**src/rtl/saida_display_if.sv**
```systemverilog
// Output-path bundle between the processor and saida_display: command word,
// mode and the registered display/handshake outputs.
interface saida_display_if #(
    parameter int DATA_W     = 32,
    parameter int NUM_DIGITS = 8
);
    logic [DATA_W-1:0]       dado;
    logic                    controle;
    logic                    modo;
    logic [7*NUM_DIGITS-1:0] seg;
    logic                    neg;
    logic                    ocupado;
    logic                    pronto;

    modport master (
        output dado, controle, modo,
        input  seg, neg, ocupado, pronto
    );

    modport slave (
        input  dado, controle, modo,
        output seg, neg, ocupado, pronto
    );
endinterface

```
**src/rtl/saida_display.sv**
```systemverilog
// Signed-word seven-segment driver: single-cycle hex path, sequential double-dabble decimal path.
// Optional macro SAIDA_DISPLAY_BLANK_EN blanks leading zeros in decimal mode.
module saida_display #(
    parameter int DATA_W         = 32,
    parameter int NUM_DIGITS     = 8,
    parameter bit SEG_ACTIVE_LOW = 1'b1
) (
    input  logic             clk,
    input  logic             rst_n,
    saida_display_if.slave   bus
);
    localparam int BCD_D     = (DATA_W + 2) / 3;
    localparam int EXT_D     = (BCD_D > NUM_DIGITS) ? BCD_D : NUM_DIGITS;
    localparam int HEX_EXT_W = (4 * NUM_DIGITS > DATA_W) ? 4 * NUM_DIGITS : DATA_W;
    localparam int SEG_W     = 7 * NUM_DIGITS;
    localparam int CNT_W     = $clog2(DATA_W + 1);

    localparam logic [6:0]       GLYPH_DASH   = 7'b0111111;
    localparam logic [SEG_W-1:0] ZERO_PATTERN = {NUM_DIGITS{7'b1000000}};

    typedef enum logic [1:0] {IDLE, CONV, LOAD} state_t;

    state_t                 state;
    logic [SEG_W-1:0]       seg_r;
    logic                   neg_r;
    logic                   ocupado_r;
    logic                   pronto_r;
    logic [4*BCD_D-1:0]     bcd;
    logic [DATA_W-1:0]      mag_sh;
    logic                   sign_r;
    logic [CNT_W-1:0]       cnt;

    logic signed [DATA_W-1:0] dado_s;
    logic                     sign_in;
    logic [DATA_W-1:0]        mag_in;

    // Negating the most negative value wraps to 2^(DATA_W-1), which is the
    // correct unsigned magnitude.
    assign dado_s  = $signed(bus.dado);
    assign sign_in = dado_s[DATA_W-1];
    assign mag_in  = sign_in ? DATA_W'(-dado_s) : DATA_W'(dado_s);

    function automatic logic [6:0] glyph(input logic [3:0] v);
        case (v)
            4'h0: glyph = 7'b1000000;
            4'h1: glyph = 7'b1111001;
            4'h2: glyph = 7'b0100100;
            4'h3: glyph = 7'b0110000;
            4'h4: glyph = 7'b0011001;
            4'h5: glyph = 7'b0010010;
            4'h6: glyph = 7'b0000010;
            4'h7: glyph = 7'b1111000;
            4'h8: glyph = 7'b0000000;
            4'h9: glyph = 7'b0010000;
            4'hA: glyph = 7'b0001000;
            4'hB: glyph = 7'b0000011;
            4'hC: glyph = 7'b1000110;
            4'hD: glyph = 7'b0100001;
            4'hE: glyph = 7'b0000110;
            default: glyph = 7'b0001110;
        endcase
    endfunction

    function automatic logic [SEG_W-1:0] hex_pattern(input logic [DATA_W-1:0] m);
        logic [HEX_EXT_W-1:0] ext;
        logic [SEG_W-1:0]     p;
        ext = HEX_EXT_W'(m);
        p   = '0;
        for (int k = 0; k < NUM_DIGITS; k++)
            p[7*k +: 7] = glyph(ext[4*k +: 4]);
        return p;
    endfunction

    function automatic logic [4*BCD_D-1:0] dabble(input logic [4*BCD_D-1:0] b,
                                                  input logic             bit_in);
        logic [4*BCD_D-1:0] a;
        a = b;
        for (int k = 0; k < BCD_D; k++)
            if (a[4*k +: 4] >= 4'd5)
                a[4*k +: 4] = a[4*k +: 4] + 4'd3;
        return (a << 1) | {{(4*BCD_D-1){1'b0}}, bit_in};
    endfunction

    function automatic logic [SEG_W-1:0] dec_pattern(input logic [4*BCD_D-1:0] b);
        logic [4*EXT_D-1:0] ext;
        logic [SEG_W-1:0]   p;
        logic               ovf;
`ifdef SAIDA_DISPLAY_BLANK_EN
        logic               seen;
`endif
        ext                = '0;
        ext[4*BCD_D-1:0]   = b;
        ovf                = 1'b0;
        p                  = '0;
        for (int k = NUM_DIGITS; k < EXT_D; k++)
            if (ext[4*k +: 4] != 4'd0)
                ovf = 1'b1;
        for (int k = 0; k < NUM_DIGITS; k++)
            p[7*k +: 7] = glyph(ext[4*k +: 4]);
`ifdef SAIDA_DISPLAY_BLANK_EN
        // Walk down from the top digit; everything before the first nonzero
        // digit is blank, except digit 0 so a zero result still reads "0".
        seen = 1'b0;
        for (int k = NUM_DIGITS - 1; k >= 1; k--) begin
            if (ext[4*k +: 4] != 4'd0)
                seen = 1'b1;
            if (!seen)
                p[7*k +: 7] = 7'b1111111;
        end
`endif
        if (ovf)
            p = {NUM_DIGITS{GLYPH_DASH}};
        return p;
    endfunction

    always_ff @(posedge clk or negedge rst_n) begin
        if (!rst_n) begin
            state     <= IDLE;
            seg_r     <= ZERO_PATTERN;
            neg_r     <= 1'b0;
            ocupado_r <= 1'b0;
            pronto_r  <= 1'b0;
            bcd       <= '0;
            mag_sh    <= '0;
            sign_r    <= 1'b0;
            cnt       <= '0;
        end else begin
            pronto_r <= 1'b0;
            case (state)
                IDLE: begin
                    if (bus.controle) begin
                        if (!bus.modo) begin
                            seg_r    <= hex_pattern(mag_in);
                            neg_r    <= sign_in;
                            pronto_r <= 1'b1;
                        end else begin
                            mag_sh    <= mag_in;
                            sign_r    <= sign_in;
                            bcd       <= '0;
                            cnt       <= '0;
                            ocupado_r <= 1'b1;
                            state     <= CONV;
                        end
                    end
                end
                // One double-dabble step per cycle, MSB of the magnitude first.
                CONV: begin
                    bcd    <= dabble(bcd, mag_sh[DATA_W-1]);
                    mag_sh <= mag_sh << 1;
                    cnt    <= cnt + 1'b1;
                    if (cnt == CNT_W'(DATA_W - 1))
                        state <= LOAD;
                end
                LOAD: begin
                    seg_r     <= dec_pattern(bcd);
                    neg_r     <= sign_r;
                    pronto_r  <= 1'b1;
                    ocupado_r <= 1'b0;
                    state     <= IDLE;
                end
                default: state <= IDLE;
            endcase
        end
    end

    assign bus.seg     = SEG_ACTIVE_LOW ? seg_r : ~seg_r;
    assign bus.neg     = neg_r;
    assign bus.ocupado = ocupado_r;
    assign bus.pronto  = pronto_r;
endmodule
```
**src/flat_wrapper.sv**
```systemverilog
// flat-port wrapper written by rule: the top's interface ports become plain ports
module saida_display_flat 
#(
    parameter int DATA_W         = 32,
    parameter int NUM_DIGITS     = 8,
    parameter bit SEG_ACTIVE_LOW = 1'b1
)
  (clk, rst_n, bus_dado, bus_controle, bus_modo, bus_seg, bus_neg, bus_ocupado, bus_pronto);
  saida_display_if #(.DATA_W(DATA_W), .NUM_DIGITS(NUM_DIGITS)) bus_i ();
  input  logic clk;
  input  logic rst_n;
  input wire logic [$bits(bus_i.dado)-1:0] bus_dado;
  input wire logic [$bits(bus_i.controle)-1:0] bus_controle;
  input wire logic [$bits(bus_i.modo)-1:0] bus_modo;
  output wire logic [$bits(bus_i.seg)-1:0] bus_seg;
  output wire logic [$bits(bus_i.neg)-1:0] bus_neg;
  output wire logic [$bits(bus_i.ocupado)-1:0] bus_ocupado;
  output wire logic [$bits(bus_i.pronto)-1:0] bus_pronto;
  assign bus_i.dado = bus_dado;
  assign bus_i.controle = bus_controle;
  assign bus_i.modo = bus_modo;
  assign bus_seg = bus_i.seg;
  assign bus_neg = bus_i.neg;
  assign bus_ocupado = bus_i.ocupado;
  assign bus_pronto = bus_i.pronto;
  saida_display #(.DATA_W(DATA_W), .NUM_DIGITS(NUM_DIGITS), .SEG_ACTIVE_LOW(SEG_ACTIVE_LOW)) u_core (.clk(clk), .rst_n(rst_n), .bus(bus_i));
endmodule
```
**config.mk**
```make
export PLATFORM = sky130hd
export DESIGN_NAME = saida_display_flat
export DESIGN_NICKNAME = d
export VERILOG_FILES = /design/src/rtl/saida_display_if.sv /design/src/rtl/saida_display.sv /design/src/flat_wrapper.sv
export SDC_FILE = /design/constraint.sdc
export NUM_CORES = 1
export LEC_CHECK = 0
export CAP_MARGIN = 30
export CORE_MARGIN = 4
export CORE_UTILIZATION = 37
export CTS_BUF_LIST = sky130_fd_sc_hd__clkbuf_2 sky130_fd_sc_hd__clkbuf_4 sky130_fd_sc_hd__clkbuf_8
export DETAILED_ROUTE_END_ITERATION = 8
export GPL_ROUTABILITY_DRIVEN = 0
export HOLD_SLACK_MARGIN = 0.12
export PLACE_DENSITY = 0.63
export SYNTH_ARGS = -nofsm -noshare
export SYNTH_HDL_FRONTEND = slang
export SYNTH_SLANG_ARGS = --single-unit
```
**constraint.sdc**
```tcl
create_clock -name clk -period 3.4 [get_ports clk]
set_input_delay 0.34 -clock clk [delete_from_list [all_inputs] [get_ports clk]]
set_output_delay 0.34 -clock clk [all_outputs]
set_load 0.1 [all_outputs]
```
==> flow_metrics.env <==
export IMPL_async_reset_ff_frac=1.000
export IMPL_io_pin_count=95
export IMPL_cts_setup_buffers=0
export IMPL_most_common_layout_cells="o21ai_0 (175), nand2_1 (145), dfrtp_1 (136)"
export IMPL_grt_setup_unrepaired="false"
export IMPL_cts_max_path_buffers=2
export IMPL_syn_avg_cell_area_um2=8.367
export IMPL_ir_drop_uv=271.9
export IMPL_design_area_um2=13570
export IMPL_start_util=0.3791
export IMPL_ys_seq_area_frac=0.3182
export IMPL_final_nets=1620
export IMPL_n_fill_cell=2972
export IMPL_wl_met3_mm=1.641
export IMPL_grt_pass1_wl_mm=53.56
export IMPL_postRouteAntennaNets=0
export IMPL_holdWs_ns=0.4239
export IMPL_slowest_delay_ns=0.55
export IMPL_core_area_um2=29950
export IMPL_min_period_ns=3.208
export IMPL_synth_area_um2=11350
export IMPL_crit_chain="clkdlybuf4s50_1 > inv_1 > ha_1 > or3b_2 > or4_2 > o31ai_1 > xor2_1 > inv_1 > ha_1 > and2_1 > a2111oi_1 > o31ai_1"
export IMPL_drt_total_wl_mm=33.18
export IMPL_htreeDepth=4
export IMPL_finClkSkew_ns=0.02906
export IMPL_dp_hpwl_mm=23.64
export IMPL_routed_top_layer="met4"
export IMPL_wire_per_inst_um=17.69
export IMPL_power_density_nw_per_um2=812.3
export IMPL_crit_path_top_delay_cell="or4_2"
export IMPL_critPathCaptureType="flop"
export IMPL_viasPerCell=5.556
export IMPL_setup_slack_ns=0.1916
export IMPL_maxSlewViolCount=0
export IMPL_port_buffers=94
export IMPL_hold_viol=0
export IMPL_die_h_um=183.2
export IMPL_tightest_slew_ns=1.015
export IMPL_insertion_delay_ns=0.47
export IMPL_pre_cts_slack_ns=-0.3109
export IMPL_worstPathRequired_ns=3.73
export IMPL_critPathLaunchType="input pin"
export IMPL_grt_use_total=0.1971
export IMPL_drc=0
export IMPL_layout_commonest_cell="o21ai_0"
export IMPL_min_path_type="in2async"
export IMPL_synth_seq_cells=144
export IMPL_critPathKind="in2reg"
export IMPL_die_w_um=183.2
export IMPL_cts_root_buf="clkbuf_8"
export IMPL_grt_pass1_vias=10170
export IMPL_synth_cell_types=78
export IMPL_min_period_over_period=0.9436
export IMPL_numClockSinks=144
export IMPL_drt_pass1_iter_count=5
export IMPL_cts_tree="built"
export IMPL_gr_total_overflow=0
export IMPL_drt_met1_wl_mm=15.00
export IMPL_fmax_mhz=311.7
export IMPL_drive_gt1_frac=0.1200
export IMPL_rows=63
export IMPL_setup_viol=0
export IMPL_grt_max_degree=70
export IMPL_dieArea_um2=33550
export IMPL_wl_met2_mm=15.72
export IMPL_cp_arrival_ns=3.54
export IMPL_synthToLayoutAreaGrowth_pct=19.48
export IMPL_synth_edf_count=0
export IMPL_vias=10420
export IMPL_synth_cells=1357
export IMPL_drt_iter0_markers=740
export IMPL_antenna_found_initial=3
export IMPL_synth_warning_count=0
export IMPL_clk_pin_slew_ns=0.08
export IMPL_synth_flop_cell="dfrtp_1"
export IMPL_max_slew_margin=0.3216
export IMPL_crit_fanout=3
export IMPL_tritoncts_num_buffers=17
export IMPL_p_leak_nw=5.762
export IMPL_synth_nets=1506
export IMPL_place_area_um2=13150
export IMPL_total_power_mw=11.02
export IMPL_drv_cap=0
export IMPL_run_status="complete, no violations"
export IMPL_fin_tns_setup_ns=0
-- metrics by stage --
| stage | utilization | cells |
|---|---|---|
| after floorplan | - | 1357 |
| after global placement | 0.4389 | 1841 |
| after detailed placement | 0.4389 | 1841 |
| after CTS | 0.4527 | 1873 |
| after global routing | 0.4529 | 1875 |
| final | 0.4529 | 1875 |
-- layout make-up --
type	count	area, µm²	area share
multi-input combinational	1062	7191	0.5300
sequential	144	3613	0.2663
timing repair buffer	181	1623	0.1196
tap	390	488.0	0.03597
inverter	65	244.0	0.01798
clock buffer	18	241.5	0.01780
clock inverter	13	161.4	0.01190
antenna	2	5.005	0.0003689
-- Yosys cell counts (all sizes together) (5+ instances only) --
cell,count,share of area
a311oi,7,0.0054
ha,113,0.12
a31oi,22,0.012
o211ai,11,0.0073
xor2,31,0.027
nor2,107,0.035
nand2,145,0.048
inv,65,0.021
nor3b,8,0.0053
a2111oi,5,0.0044
dfrtp,136,0.30
a32o,10,0.0088
o31ai,23,0.018
nor2b,6,0.0033
nand3,30,0.014
nor4,5,0.0052
a211oi,14,0.0093
nand2b,18,0.0099
mux2i,28,0.025
mux4,7,0.014
or4,5,0.0037
dfstp,8,0.019
or2,5,0.0028
o41ai,8,0.0095
buf,10,0.0043
a221o,5,0.0044
clkbuf,76,0.026
nor3,19,0.0088
a21oi,122,0.054
or3b,6,0.0046
nand4,6,0.0052
o22ai,35,0.019
o21ai,177,0.078
xnor2,29,0.022
-- report_power, final --
group	switching [mW]	internal (mW)	leakage, nW
logic	4.00	2.21	3.80
registers	0.943	2.41	1.77
clock network	0.727	0.732	0.195
-- path summary, 6_finish.rpt --
path,end,cells after the start,slack (ns),from
min in group clk,u_core.mag_sh[14]$_DFFE_PN0P_,2,0.47,u_core.mag_sh[13]$_DFFE_PN0P_
hold / removal,u_core.bcd[28]$_DFFE_PN0P_,2,0.42,rst_n
setup / recovery,u_core.bus.seg[45]$_DFFE_PN0P_,12,0.19,bus_dado[0]
max in group asynchronous,u_core.bus.seg[41]$_DFFE_PN1P_,3,2.05,rst_n
setup reg to reg,u_core.bus.seg[2]$_DFFE_PN0P_,8,0.71,u_core.bcd[36]$_DFFE_PN0P_
hold reg to reg,u_core.mag_sh[14]$_DFFE_PN0P_,2,0.47,u_core.mag_sh[13]$_DFFE_PN0P_
-- repair_timing --
item / in CTS / in global routing
hold endpoints to repair: 59 / 0
resized for setup: 0 / 2
endpoints found under the setup margin: 0 / 1
hold buffers: 1 / 0
-- critical path: cells and delay by family --
kind                       cells  cell delay, ns
adders and majority gates      2            0.35
xor gates and xnor gates       1            0.25
AOI/OAI and AO/OA              3            0.78
and+or+nand+nor                3            1.22
buffers and inverters          3            0.60
-- metal layers --
metal,vias up,global-route usage
li1,5095,-
met1,5023,0.2630
met2,263,0.3257
met3,37,0.03451
met4,0,0.06406
met5,-,0
-- flip-flops by register name, indices dropped and copies added (netlist names) --
register,cells
u_core.sign_r,1
u_core.state,2
u_core.bus.seg,56
u_core.bus.ocupado,1
u_core.mag_sh,32
u_core.bus.pronto,1
u_core.bcd,44
u_core.cnt,6
u_core.bus.neg,1
-- logic make-up after synthesis --
kind of cell | after synthesis | synth area share
AOI/OAI and AO/OA | 471 | 0.2545
xor gates and xnor gates | 60 | 0.04926
and+or+nand+nor | 380 | 0.1601
adders and majority gates | 113 | 0.1245
DFF | 144 | 0.3182
muxes | 38 | 0.04154
buffers and inverters | 151 | 0.05179
Note: power is estimated with default switching activity, not from simulation.
